## config.mk

```make
export PLATFORM = sky130hd
export DESIGN_NAME = fan_pwm_gen
export DESIGN_NICKNAME = d
export VERILOG_FILES = /design/src/rtl/fan_pwm_gen.sv
export SDC_FILE = /design/constraint.sdc
export NUM_CORES = 1
export LEC_CHECK = 0
export BUFFER_PORTS_ARGS = -buffer_cell sky130_fd_sc_hd__clkbuf_2
export CAP_MARGIN = 15
export CORE_MARGIN = 5
export CORE_UTILIZATION = 60
export CTS_CLUSTER_DIAMETER = 50
export DETAILED_ROUTE_END_ITERATION = 8
export GPL_ROUTABILITY_DRIVEN = 0
export PLACE_DENSITY = 0.82
export SLEW_MARGIN = 40
export SYNTH_ARGS = -nofsm -noshare
export SYNTH_HDL_FRONTEND = slang
export SYNTH_SLANG_ARGS = --single-unit
```

## constraint.sdc

```tcl
create_clock -name clk_i -period 3.7 [get_ports clk_i]
set_clock_uncertainty 0.05 [all_clocks]
set_input_delay 0.74 -clock clk_i [delete_from_list [all_inputs] [get_ports clk_i]]
set_output_delay 0.74 -clock clk_i [all_outputs]
set_load 0.03 [all_outputs]
```

## src/rtl/fan_pwm_gen.sv

```systemverilog
// Fan PWM generator: PID output -> duty cycle, PWM pin and PID enable pulse.
// Duty updates only at period start; includes min-duty floor and kick-start.
module fan_pwm_gen #(
    parameter int ADC_BITWIDTH = 8,
    parameter int PRESCALE     = 4,
    parameter int KICK_PERIODS = 16,
    parameter int MIN_DUTY     = 0
) (
    input  logic                    clk_i,
    input  logic                    rst_i,
    input  logic                    enable_i,
    input  logic [ADC_BITWIDTH:0]   pid_val_i,
    output logic                    pwm_o,
    output logic                    pid_en_o,
    output logic [ADC_BITWIDTH-1:0] duty_o,
    output logic                    kick_o
);

    localparam int N   = ADC_BITWIDTH;
    localparam int PSW = (PRESCALE > 1) ? $clog2(PRESCALE) : 1;
    localparam int KW  = (KICK_PERIODS > 0) ? $clog2(KICK_PERIODS + 1) : 1;

    localparam logic [PSW-1:0] PSC_MAX   = PSW'(PRESCALE - 1);
    localparam logic [N-1:0]   CNT_MAX   = {{(N-1){1'b1}}, 1'b0};
    localparam logic [N-1:0]   DUTY_FULL = {N{1'b1}};
    localparam logic [KW-1:0]  KICK_LD   = KW'(KICK_PERIODS);
    localparam bit             KICK_EN   = (KICK_PERIODS > 0);

    // Registered state
    logic [PSW-1:0] psc_q, psc_d;
    logic [N-1:0]   cnt_q, cnt_d;
    logic [KW-1:0]  k_q, k_d;
    logic [N-1:0]   d_q, d_d;
    logic [N-1:0]   duty_q, duty_d;
    logic           kick_q, kick_d;
    logic           pwm_q, pwm_d;
    logic           pid_en_q, pid_en_d;
    logic           run_q, run_d;

    // Combinational helpers
    logic           neg;
    logic [N-1:0]   t_raw;
    logic [N-1:0]   t_floor;
    logic           tick;
    logic           ps;
    logic [KW-1:0]  k_ps;
    logic [N-1:0]   e_ps;

    // Negative PID output means "no drive"; otherwise take the magnitude bits.
    always_comb begin
        neg   = pid_val_i[N];
        t_raw = neg ? '0 : pid_val_i[N-1:0];
    end

    // Nonzero targets below the floor are raised to it; zero stays zero.
    if (MIN_DUTY > 0) begin : g_floor
        localparam logic [N-1:0] MIN_D = N'(MIN_DUTY);
        assign t_floor = ((t_raw != '0) && (t_raw < MIN_D)) ? MIN_D : t_raw;
    end else begin : g_nofloor
        assign t_floor = t_raw;
    end

    // Period start: end of the last tick of a period, or the first enabled cycle.
    always_comb begin
        tick = (psc_q == PSC_MAX);
        ps   = enable_i && (!run_q || (tick && (cnt_q == CNT_MAX)));
    end

    // Kick counter value to load at period start.
    always_comb begin
        k_ps = k_q;
        if (KICK_EN && (d_q == '0) && (t_floor != '0)) begin
            k_ps = KICK_LD;
        end else if (t_floor == '0) begin
            k_ps = '0;
        end else if (k_q != '0) begin
            k_ps = k_q - KW'(1);
        end
        e_ps = (k_ps != '0) ? DUTY_FULL : t_floor;
    end

    // Next-state logic for counters, duty registers and outputs.
    always_comb begin
        psc_d    = psc_q;
        cnt_d    = cnt_q;
        k_d      = k_q;
        d_d      = d_q;
        duty_d   = duty_q;
        kick_d   = kick_q;
        pid_en_d = 1'b0;
        run_d    = run_q;
        pwm_d    = 1'b0;
        if (!enable_i) begin
            psc_d  = '0;
            cnt_d  = '0;
            k_d    = '0;
            d_d    = '0;
            duty_d = '0;
            kick_d = 1'b0;
            run_d  = 1'b0;
        end else begin
            pwm_d = (cnt_q < duty_q);
            if (ps) begin
                psc_d    = '0;
                cnt_d    = '0;
                run_d    = 1'b1;
                pid_en_d = 1'b1;
                d_d      = t_floor;
                k_d      = k_ps;
                duty_d   = e_ps;
                kick_d   = (k_ps != '0);
            end else begin
                psc_d = tick ? '0 : psc_q + PSW'(1);
                if (tick) begin
                    cnt_d = (cnt_q == CNT_MAX) ? '0 : cnt_q + N'(1);
                end
            end
        end
    end

    // State registers with synchronous reset.
    always_ff @(posedge clk_i) begin
        if (rst_i) begin
            psc_q    <= '0;
            cnt_q    <= '0;
            k_q      <= '0;
            d_q      <= '0;
            duty_q   <= '0;
            kick_q   <= 1'b0;
            pwm_q    <= 1'b0;
            pid_en_q <= 1'b0;
            run_q    <= 1'b0;
        end else begin
            psc_q    <= psc_d;
            cnt_q    <= cnt_d;
            k_q      <= k_d;
            d_q      <= d_d;
            duty_q   <= duty_d;
            kick_q   <= kick_d;
            pwm_q    <= pwm_d;
            pid_en_q <= pid_en_d;
            run_q    <= run_d;
        end
    end

    assign pwm_o    = pwm_q;
    assign pid_en_o = pid_en_q;
    assign duty_o   = duty_q;
    assign kick_o   = kick_q;

endmodule

```

# After elaboration in Yosys (flattened, before gate mapping)
# Cells that the tools add are included.
# classes
n_eq_ne,2
addsub,3
n_reduce_logical,13
bitwise_logic,1
mux,7
n_lt_le_gt_ge,1
# op_table
operator,count
$mux W8,3
$logic_not A8 Y1,2
$mux W5,3
$reduce_bool A5 Y1,2
$add A8 B1 Y8 const B,1
$eq A8 B8 Y1 const B,1
$lt A8 B8 Y1,1
$reduce_bool A8 Y1,1
$sub A5 B1 Y5 const B,1
$reduce_or A4 Y1,1
$logic_and A1 B1 Y1,3
$reduce_or A3 Y1,1
$add A2 B1 Y2 const B,1
$eq A2 B2 Y1 const B,1
$reduce_or A2 Y1,1
$logic_not A1 Y1,1
$logic_or A1 B1 Y1,1
$mux W1,1
$not A1 Y1,1
# totals
wordCells,36
output_inout_bits,11
ff_bits,35
inputBits,12

# Longest topological paths before layout
# depth
word_depth,6
ltp_mapped,8
ltp_nobuf,7

# Least setup slack after synthesis
# No wires, ideal clock.
# synth_timing
kind,input -> register
start,in pid_val_i[1]
end,reg k_q[3]
setup_slack_ns,1.610
t_arrival_ns,1.969
n_path_buf,0
path_stages,5
required_ns,3.579
setup_time_ns,0.071
cell_sequence,nor4_1 -> a21o_1 -> or4_4 -> or3b_1 -> a21oi_1
# synth_between
elab_chain_cells,4
word_cells_on_any_way,6
classes_between,3 x mux; 3 x reduce/logical
# synth_lines
element,line_no,text
"start, declared",12,"input logic [ADC_BITWIDTH:0] pid_val_i,"
$mux W8 (*),52,t_raw = neg ? '0 : pid_val_i[N-1:0];
$logic_not A8 Y1 / $reduce_bool A8 Y1 (equally long branches),"74, 72",
$mux W5 / $logic_and A1 B1 Y1 (equally long branches),"74, 72",
$mux W5 (*),72,if (KICK_EN && (d_q == '0) && (t_floor != '0)) begin
"end signal, assigned",136,k_q <= k_d;
"end, declared",32,"logic [KW-1:0] k_q, k_d;"
# Every way passes the cells marked *; elsewhere a longest branch is shown, timed or not.
# A chain may end at the register's enable or synchronous reset.

# Worst setup path in the final report
# layout_timing
start,reg psc_q[0]
end,reg k_q[3]
# layout_between
elab_chain_cells,4
# layout_lines
element,line_no,text
"start, declared",30,"logic [PSW-1:0] psc_q, psc_d;"
"start signal, assigned",134,psc_q <= psc_d;
$eq A2 B2 Y1,65,tick = (psc_q == PSC_MAX);
$logic_and A1 B1 Y1,66,ps = enable_i && (!run_q || (tick && (cnt_q == CNT_MAX)));
$logic_or A1 B1 Y1,66,
$logic_and A1 B1 Y1,66,
# No other way between the ends.

==> results by group <==
Synth
  • Syn Area/Cell: roughly 8.5 um^2
  • Ys async rst share: 0%
  • Yosys top cell area share: 43.65%
  • Xor and xnor area share after synthesis: 3.819%
  • Synth warn: 0
  • Post-synthesis sequential area ratio: 43.65%
  • Compound-Gate Fraction of Synth Area: 15.98%
  • Share of synthesized cell area in and, or, nand and nor gates: a little under a quarter
  • Synth Net Count: about 210
  • Post-Syn Area: 1605 um^2
  • Post-synth EDFFs: 0
  • Main combinational cell family by area after synthesis: simple AND/OR/NAND/NOR gates
  • Dominant synthesized flop cell: dfxtp_1
  • Biggest area consumer among synthesized cells: dfxtp_1
  • Cells after synthesis: between 150 and 200
  • Synth area leaders: dfxtp_1, ha_1, nand2_1
  • Fraction of synthesized area in multiplexers: 0.7015%
  • Synth Register Bits: 35
  • Distinct cells, synth: 34
  • Post-Synth Adder-Cell Area: under 10%

Clocking
  • H-tree Lvls: 2
  • CTS tree: built
  • Post-CTS Hold Fix Bufs: 0
  • Postcts setup bufs: 0
  • Skew-Pair Late Insertion Delay: 0.35 ns
  • CTS resizes: 0
  • CTS root buf: clkbuf_4
  • Clock-pin slew on the worst setup and hold paths: approximately 0.11 ns
  • Sink Count: 35
  • Num CTS Buffers: 5
  • CTS max path bufs: 2

Routing
  • Post-route DRC: 0
  • DRT Pass-1 Iters: 4
  • DR vias: about 1400
  • DR WL/cell: approximately 13 um
  • Routed wire length: roughly 3300 um
  • Initial detailed-routing violation count: between 70 and 80
  • Antenna Nets Post-Route: 0
  • Via/cell ratio: about 5.6

Cells and area
  • Area Growth Syn to Fin: 12.00%
  • Final nets: between 200 and 250
  • Filler cell count: 221
  • Layout cells sized above 1: approximately 15%
  • Post-layout util: a little under three quarters
  • N_diodes: 0

Floorplan
  • CORE AREA: 2522 um^2
  • Cell row count: 18
  • Die ar.: around 3800 um^2
  • Height of the die: slightly above 60 um
  • Initial Util: between 60% and 70%
  • Die X: about 62 um
  • Num ports: 23

STA
  • Relative slew slack: between 50% and 60%
  • Worst-Margin Slew: between 0.7 and 0.8 ns
  • RSZ-0062 raised after global routing: no
  • Final hold vios: 0
  • Pins Over Slew Limit: 0
  • Final min period: approximately 2.7 ns
  • Setup_tns: 0 ns
  • Period utilization: 71.76%
  • Max Clk Rate: about 380 MHz
  • Final setup violation count: 0

Global route
  • Global-route wire length before repair: around 5400 um
  • GRT Util Overall: approximately a fifth
  • Total gr overflow: 0
  • Vias in the first global route: 1282
  • Initial antenna violation count: 0
  • Largest net degree at the start of global routing: 26

Critical path
  • Critical path endpoint: k_q[3]$_SDFFE_PP0P_
  • Worst Setup SP: psc_q[0]$_SDFF_PP0_
  • Slowest CP cell: or4_4
  • Worst stage delay on the critical path: ~0.65 ns
  • Reg2Reg Capture Point: k_q[3]$_SDFFE_PP0P_
  • Worst-path maximum fanout: 23
  • R2R Path Start: psc_q[0]$_SDFF_PP0_
  • CP Cell Sequence: ha_1 > nand4_2 > o21a_1 > or4_4 > or3b_1 > a21oi_1
  • WS Path Type: flop to flop
  • FF-to-FF path depth: 6
  • Startpoint Class: flop
  • Reg-to-reg setup timing slack: ~1.0 ns
  • Crit path arrival time: 2.89 ns
  • Worst Path Required: ~3.9 ns
  • Critical path capture point type: flop

Power
  • Leakage power total: 0.7307 nW
  • VDD IR max: 0.0003302 V
  • Pwr Density: 396.3 nW/um^2

Job
  • Max_cap viols: 0

Worst hold path
  • Hold Path Class: flop to flop

Outcome
  • Run status: finished clean

Placed design
  • IO buf count: 22
  • Detailed placer's ending HPWL: 2498 um
[sequential cells by signal, indices dropped and copies added, names as in the netlist]
name	count
d_q	8
run_q	1
duty_o	8
k_q	5
cnt_q	8
psc_q	2
pwm_o	1
pid_en_o	1
kick_o	1
[through the flow]
step / std cells / power, mW / cell area, um^2 / hold slack [ns] / worst slack (ns)
floorplan: 189 / 0.4575 / 1605 / 0.3543 / 1.610
finish: 243 / 0.7125 / 1798 / 0.4053 / 1.045
global route: 243 / 0.7471 / 1798 / 0.4084 / 0.8942
global placement: 235 / 0.4803 / 1727 / 0.3620 / 1.159
detailed placement: 235 / 0.4831 / 1727 / 0.3948 / 1.070
CTS: 243 / 0.7146 / 1795 / 0.4087 / 1.054
[layout by cell type, fill, tap and decap left out, types with 2 or more instances in the layout]
cell type / n
a21o_1: 3
nand3_1: 2
clkbuf_8: 2
nand4_1: 4
xor2_1: 5
nor2_1: 19
nand2b_1: 5
a21oi_1: 14
a31oi_1: 10
ha_1: 11
dfxtp_1: 35
nor4_1: 2
nor3_1: 4
inv_1: 12
clkbuf_2: 22
xnor2_1: 2
o21ai_0: 5
nand2_1: 30
clkbuf_4: 5
o31ai_1: 2
or4_1: 2
nor3b_1: 2
[power by group]
group	switching (mW)	leakage, nW	internal (mW)
Clock	0.126	0.0386	0.112
Combinational	0.0537	0.408	0.0268
Sequential	0.00717	0.284	0.387
Total	0.187	0.731	0.526
[cell type report]
| cell class | count | area [um^2] | area share, % |
|---|---|---|---|
| sequential | 35 | 700.7 | 38.97 |
| multi-input combinational | 136 | 835.8 | 46.49 |
| tap | 30 | 37.54 | 2.088 |
| inverter | 12 | 45.04 | 2.505 |
| timing repair buffer | 22 | 110.1 | 6.124 |
| clock buffer | 8 | 68.82 | 3.827 |
[cells in the mapped netlist (all sizes together), types with 2 or more instances]
master / instances
inv: 12
xnor2: 2
a21o: 3
nor2: 19
or4: 3
nor3b: 2
a31oi: 10
a21oi: 14
clkbuf: 5
nor4: 2
o21ai: 5
ha: 11
nor3: 4
dfxtp: 35
nand2b: 6
o31ai: 2
nand3: 2
nand4: 5
xor2: 5
nand2: 30
[metal layers]
layer / GRT usage (%) / vias to the layer above / share of wire [%]
met3: 7.851 / 6 / 5.1
li1: - / 704 / -
met2: 30.64 / 29 / 45
met1: 24.29 / 615 / 48
met4: 9.697 / 0 / 1.7
met5: 0 / - / 0
[how the worst min path moves through the flow]
stage | startpoint | to | slack, ns | cells past startpoint
5_1_grt | psc_q[0]$_SDFF_PP0_ | psc_q[0]$_SDFF_PP0_ | 0.41 | 1
4_1_cts | d_q[1]$_SDFFE_PP0P_ | d_q[1]$_SDFFE_PP0P_ | 0.41 | 2
2_1_floorplan | psc_q[0]$_SDFF_PP0_ | psc_q[0]$_SDFF_PP0_ | 0.35 | 1
3_5_place_dp | psc_q[0]$_SDFF_PP0_ | psc_q[0]$_SDFF_PP0_ | 0.39 | 1
6_report | d_q[1]$_SDFFE_PP0P_ | d_q[1]$_SDFFE_PP0P_ | 0.41 | 2
3_3_place_gp | psc_q[0]$_SDFF_PP0_ | psc_q[0]$_SDFF_PP0_ | 0.36 | 1
[critical path: cells and delay by family, from the launching register on]
family / cells / cell delay [ns]
flip-flops: 1 / 0.36
adder cells (fa/ha/maj): 1 / 0.34
AO/OA/AOI/OAI: 2 / 0.63
AND/OR/NAND/NOR: 3 / 1.21
[kinds of logic (layout without fill, tap and decap cells)]
family | after synthesis | after routing
compound gates | 41 | 41
xor+xnor | 7 | 7
fa+ha+maj | 11 | 11
buf+inv | 18 | 42
flops | 35 | 35
mux | 1 | 1
simple gates | 76 | 76
No activity file was read; power rests on OpenSTA's default activity.
